--- config.mk ---
export PLATFORM = sky130hd
export DESIGN_NAME = imem_arbiter
export DESIGN_NICKNAME = d
export VERILOG_FILES = /design/src/rtl/imem_pkg.sv /design/src/rtl/imem_arbiter.sv
export SDC_FILE = /design/constraint.sdc
export NUM_CORES = 1
export LEC_CHECK = 0
export BUFFER_PORTS_ARGS = -buffer_cell sky130_fd_sc_hd__buf_2
export CELL_PAD_IN_SITES_DETAIL_PLACEMENT = 1
export CELL_PAD_IN_SITES_GLOBAL_PLACEMENT = 2
export CORE_ASPECT_RATIO = 0.9
export CORE_MARGIN = 2
export CORE_UTILIZATION = 10
export CTS_CLUSTER_DIAMETER = 200
export CTS_CLUSTER_SIZE = 28
export DETAILED_ROUTE_END_ITERATION = 8
export GPL_TIMING_DRIVEN = 1
export MAX_ROUTING_LAYER = met4
export PLACE_DENSITY = 0.86
export SYNTH_ARGS = -nofsm -noshare
export SYNTH_HDL_FRONTEND = slang
export SYNTH_SLANG_ARGS = --single-unit
--- constraint.sdc ---
create_clock -name clk -period 1.75 [get_ports clk]
set_input_delay 0 -clock clk [delete_from_list [all_inputs] [get_ports clk]]
set_output_delay 0 -clock clk [all_outputs]
set_load 0.005 [all_outputs]
--- src/rtl/imem_pkg.sv ---
// Shared definitions for the instruction-memory arbiter: state encoding,
// NOP filler word for misaligned fetches and the default address width.
package imem_pkg;

    typedef enum logic {
        ST_BOOT = 1'b0,
        ST_RUN  = 1'b1
    } imem_state_t;

    localparam logic [31:0] NOP_INSTR  = 32'h0000_0013;
    localparam int          ADDR_W_DEF = 20;

    function automatic logic is_aligned(input logic [1:0] byte_off);
        return (byte_off == 2'b00);
    endfunction

endpackage

--- src/rtl/imem_arbiter.sv ---
// Single-port instruction memory arbiter: loader writes during boot, then
// fetch/loader arbitration with a starvation guard, flush and misalign handling.
//
// state   | meaning
// --------+---------------------------------------------------------------
// ST_BOOT | program load in progress; only the loader may touch memory
// ST_RUN  | fetch enabled; loader still accepted under starvation guard
module imem_arbiter
    import imem_pkg::*;
#(
    parameter int ADDR_W     = ADDR_W_DEF,
    parameter int STARVE_MAX = 4
) (
    input  logic              clk,
    input  logic              rst,
    input  logic              f_req,
    input  logic [31:0]       f_addr,
    output logic              f_ready,
    input  logic              f_flush,
    output logic              f_rvalid,
    output logic [31:0]       f_rdata,
    output logic              f_err,
    input  logic              l_req,
    input  logic [31:0]       l_addr,
    input  logic [31:0]       l_wdata,
    output logic              l_ready,
    input  logic              l_done,
    output logic              mem_cs_n,
    output logic              mem_we,
    output logic [ADDR_W-1:0] mem_addr,
    output logic [31:0]       mem_wdata,
    input  logic [31:0]       mem_rdata
);

    localparam logic [3:0] STARVE_LIM = 4'(STARVE_MAX);

    imem_state_t r_state;
    imem_state_t w_state_nxt;
    logic [3:0]  r_starve_cnt;
    logic        r_rd_pend;
    logic        r_mis_pend;

    logic        w_l_gnt;
    logic        w_f_gnt;
    logic        w_f_aligned;
    logic        w_rvalid;
    logic        w_unused;

    assign w_f_aligned = is_aligned(f_addr[1:0]);
    assign w_unused    = ^{l_addr[31:ADDR_W], l_addr[1:0], f_addr[31:ADDR_W]};

    always_ff @(posedge clk) begin
        if (!rst) begin
            r_state <= ST_BOOT;
        end else begin
            r_state <= w_state_nxt;
        end
    end

    always_comb begin
        w_state_nxt = r_state;
        if (r_state == ST_BOOT && l_done) begin
            w_state_nxt = ST_RUN;
        end
    end

    // Grants are suppressed while reset is held so the idle values are seen
    // during the reset cycle itself, not only after it.
    always_comb begin
        w_l_gnt = 1'b0;
        w_f_gnt = 1'b0;
        if (rst) begin
            if (r_state == ST_BOOT) begin
                w_l_gnt = l_req;
            end else if (l_req && f_req) begin
                if (r_starve_cnt == STARVE_LIM) begin
                    w_f_gnt = 1'b1;
                end else begin
                    w_l_gnt = 1'b1;
                end
            end else begin
                w_l_gnt = l_req;
                w_f_gnt = f_req;
            end
        end
    end

    assign f_ready = w_f_gnt;
    assign l_ready = w_l_gnt;

    always_comb begin
        mem_cs_n  = 1'b1;
        mem_we    = 1'b0;
        mem_addr  = '0;
        mem_wdata = '0;
        if (w_l_gnt) begin
            mem_cs_n  = 1'b0;
            mem_we    = 1'b1;
            mem_addr  = {l_addr[ADDR_W-1:2], 2'b00};
            mem_wdata = l_wdata;
        end else if (w_f_gnt && w_f_aligned) begin
            mem_cs_n  = 1'b0;
            mem_addr  = {f_addr[ADDR_W-1:2], 2'b00};
        end
    end

    // Saturates at the limit so a long boot with fetch waiting cannot wrap
    // the counter past the compare value.
    always_ff @(posedge clk) begin
        if (!rst) begin
            r_starve_cnt <= '0;
        end else if (w_f_gnt || !f_req) begin
            r_starve_cnt <= '0;
        end else if (w_l_gnt && r_starve_cnt != STARVE_LIM) begin
            r_starve_cnt <= r_starve_cnt + 4'd1;
        end
    end

    always_ff @(posedge clk) begin
        if (!rst) begin
            r_rd_pend  <= 1'b0;
            r_mis_pend <= 1'b0;
        end else begin
            r_rd_pend  <= w_f_gnt && w_f_aligned;
            r_mis_pend <= w_f_gnt && !w_f_aligned;
        end
    end

    // The memory returns data the cycle after the access, so the response is
    // formed from the pending flags with the live flush and reset as kills.
    assign w_rvalid = rst && !f_flush && (r_rd_pend || r_mis_pend);

    assign f_rvalid = w_rvalid;
    assign f_err    = w_rvalid && r_mis_pend;

    always_comb begin
        f_rdata = '0;
        if (w_rvalid) begin
            f_rdata = r_mis_pend ? NOP_INSTR : mem_rdata;
        end
    end

endmodule
* Word level (Yosys, flattened, before mapping)
Cells that the tools add are included.
Operators by class: add/subtract/negate cells 1, equal/unequal tests 2, multiplexer cells 16, bitwise logic cells 2, reductions and logical operators 15
Operator list (number):
- 32-bit two-way mux | 3
- 20-bit two-way mux | 2
- 1-bit two-way mux | 11
- 1-bit logical AND | 8
- 4-bit by 1-bit adder with 4-bit output (second input constant) | 1
- 4-bit by 3-bit equality test with 1-bit output (second input constant) | 1
- 4-bit by 3-bit inequality test with 1-bit output (second input constant) | 1
- 1-bit logical NOT | 3
- 2-bit logical NOT | 1
- 1-bit logical OR | 2
- 1-bit NOT | 2
- 2-bit OR reduction | 1
Storage, ports and cells: flip-flop bits (word level) 7, input bits 134, word-level logic and storage cells 40

* Logic depth before layout (Yosys ltp)
depth in word-level cells 8, depth in mapped cells 7, mapped depth without buffers 5

* Worst setup path after synthesis
Ideal clock, no wire load.
path type register to output, start point register r_starve_cnt[0], end point output port mem_addr[10], arrival time 1490 ps, required time 1750 ps, path slack 260 ps, stages on the path, launching flop included 8, cells stage by stage dfxtp_1 > inv_1 > ha_1 > and3b_1 > buf_6 > a31oi_4 > buf_6 > a22o_2
On the way: cells in the longest elaborated chain, start to end 8, elaborated cells on any way between the ends 12, classes of those cells 1 x eq/ne; 10 x mux; 1 x reduce/logical
Ends and longest elaborated chain:
- from (decl) | RTL line imem_arbiter.sv:39 | logic [3:0] r_starve_cnt;
- from (signal assigned) | RTL line imem_arbiter.sv:115 | r_starve_cnt <= r_starve_cnt + 4'd1;
- 4-bit by 3-bit equality test with 1-bit output (*) | RTL line imem_arbiter.sv:76 | if (r_starve_cnt == STARVE_LIM) begin
- 1-bit two-way mux | RTL line imem_arbiter.sv:76
- 1-bit two-way mux | RTL line imem_arbiter.sv:75 | end else if (l_req && f_req) begin
- 1-bit two-way mux | RTL line imem_arbiter.sv:73 | if (r_state == ST_BOOT) begin
- 1-bit two-way mux | RTL line imem_arbiter.sv:72 | if (rst) begin
- 1-bit logical AND | RTL line imem_arbiter.sv:101 | end else if (w_f_gnt && w_f_aligned) begin
- 20-bit two-way mux | RTL line imem_arbiter.sv:101
- 20-bit two-way mux (*) | RTL line imem_arbiter.sv:96 | if (w_l_gnt) begin
- to (decl) | RTL line imem_arbiter.sv:30 | output logic [ADDR_W-1:0] mem_addr,
Every way passes the cells marked *; elsewhere a longest branch is shown, timed or not.

* Final worst setup path
start point register r_starve_cnt[0], end point output port mem_addr[13]
Same word-level chain as after synthesis.

==> run metrics <==
Leak Pwr=1.546 nW; most common cell in the synthesized netlist=and2_1; Worst Hold Depth=2; Top FF cell, synth=dfxtp_1; worst setup margin=-0.06139 ns; GPL Wtd Cong=0.7414; Reg2Reg Launch Point=r_starve_cnt[0]; Final period util=1.035; Slew @ Worst Pin=0.4893 ns; gr usage total=0.1005; RSZ-0062 raised after global routing=yes; 1st-pass router iterations=4; Hold Startpoint=rst; Routed Antenna Nets=0; H-tree lvl count=1; cell area after synthesis=1115 µm²; CTS buffer count=3; final setup fails=29; Syn Inst Count=141; I/O Pins=224; PD cells=347.0 nW/µm²; syn_area_per_cell=7.907 µm²; Syn-to-layout area delta=145.5%; Initial Util=0.1027; Design Area, Final=2736 µm²; Layout Utilization=0.2521; Area contributors post-synth=and2_1, dfxtp_1, a22o_2; number of global-route vias before repair=1791; Placement Setup Slack=0.1265 ns; hpwl dp=4806 µm; Ys Warns=0; Fin. Hold Viols=0; Synth top area share=0.3479; Total Routed Length=7020 µm; highest clock rate=0.5521 GHz; crit path launch type=flop; R2R depth=7; Setup crit end kind=output pin; chip height=104.2 µm; outcome=finished with violations; CTS Sinks=7; layout cell share with drive strength beyond 1=0.7529; Fin Hold WS=0.1001 ns; die area=12010 µm²; worst-path cell chain=inv_2 -> ha_4 -> and3b_2 -> a31oi_4 -> buf_6 -> buf_12 -> a22o_1 -> buf_2; Slew Viols, Final=0; fin cells=492; cell count after placement=478; maximum number of pins on one net before global-route repair=30; critical path peak fanout=14; Via density=3.791; Cell Area, Placed=2203 µm²; Post-synth top cells=and2_1, a22o_2, buf_6; Critical Path AT=1.81 ns; grt ovf=0; wire length of the first global-routing pass=9439 µm; Yosys reg bits=7; clk_lat worst skew=0.23 ns; Critical-path top delay cell=dfxtp_2; Yosys top cell by area=and2_1; WP data required=1.75 ns; Longest Clk Path Bufs=2; Post-route DRC=0; Hold Crit Class=in2reg; Core Box Area=10860 µm²; Layout Nets=477; Worst Skew=0.001249 ns; Async SR Flop Fraction=0; Largest stage delay, worst path=0.33 ns; Max Cap Viol=0; port bufs=195; initial antenna violation count=0; vias post-DR=1865; Max VDD drop=0.2295 mV; Antenna diodes=0; min Tclk post-route=1.811 ns; CTS clk-pin slew, worst paths=0.04 ns; crit path from=r_starve_cnt[0]; WL per Instance=14.27 µm; Die X=115.3 µm; Crit Path Class=reg2out; CTS tree=built; count of cell types in the netlist=32; failing checks=setup timing; Rel. slew slack=0.6709; CTS root buf=clkbuf_16; slack of the worst reg-to-reg path=0.13 ns; count of flip-flops with a built-in enable after synthesis=0; Rows=36; Initial DRC Count=61; post-synthesis sequential area ratio=0.1257
[worst max-delay path, delay by kind of cell (launching register included)]
family | cells | cell delay (ns)
buf+inv | 4 | 0.48
fa+ha+maj | 1 | 0.16
compound gates | 2 | 0.39
flops | 1 | 0.33
simple gates | 1 | 0.23
[path summary, 6_finish.rpt]
check                         end
setup / recovery     mem_addr[13]
hold / removal            r_state
setup reg to reg  r_starve_cnt[0]
hold reg to reg   r_starve_cnt[3]
[where the power goes]
group          leakage, nW  total, mW  switching (mW)  internal, mW
Sequential          0.0578      0.167         0.00351         0.164
Combinational         1.45      0.385           0.140         0.246
Clock               0.0382      0.397          0.0932         0.304
Total                 1.55      0.949           0.236         0.713
[layout by cell type (no fill, tap or decap), types with 3 or more instances in the layout]
cell type  synthesis  final
buf_2              1    168
and2_1            62     39
buf_6              9     28
and2_4             0     23
a22o_2            12      8
a22o_1             6      6
clkbuf_16          0      5
dfxtp_1            7      5
o21ai_0            4      4
nor2_1             4      4
a22o_4             0      4
buf_12             0      4
buf_4              3      4
a21o_1             3      3
a211oi_1           3      3
[final cells by class]
class / count / area (µm²)
clock buffer: 4 / 78.83
fill: 1326 / 8119
inverter: 3 / 11.26
multi-input combinational: 117 / 932.1
sequential: 7 / 142.6
tap: 152 / 190.2
timing repair buffer: 209 / 1381
[sequential cells by signal, indices dropped and copies added (netlist names)]
signal / count
r_starve_cnt: 4
r_mis_pend: 1
r_rd_pend: 1
r_state: 1
[kinds of logic (layout without fill, tap and decap cells)]
logic type / Yosys count / after routing / share of synthesized area
AO/OA/AOI/OAI: 33 / 33 / 0.2615
adder cells (fa/ha/maj): 2 / 2 / 0.02244
buffers and inverters: 18 / 216 / 0.1324
flip-flops: 7 / 7 / 0.1257
other: 1 / 2 / 0.003364
AND/OR/NAND/NOR: 80 / 80 / 0.4545
[timing repair]
item,in CTS,in global routing
gates cloned,3,2
gates resized for setup,26,39
hold endpoints to repair,1,0
setup buffers,5,0
endpoints found under the setup margin,50,50
pin swaps,7,18
hold buffers,1,0
[stage by stage]
stage | TNS [ns] | power [mW]
3_3_place_gp | 0 | 0.4316
6_report | -0.8148 | 0.9494
4_1_cts | -1.564 | 0.9079
2_1_floorplan | 0 | 0.2724
5_1_grt | -4.098 | 1.011
3_5_place_dp | 0 | 0.4388
[layer usage]
layer  track usage  part of all wire
met1        0.1042              0.35
met5             -                 0
met4       0.02238             0.012
met2        0.1962              0.57
met3       0.01457             0.071
No activity file was read; power rests on OpenSTA's default activity.
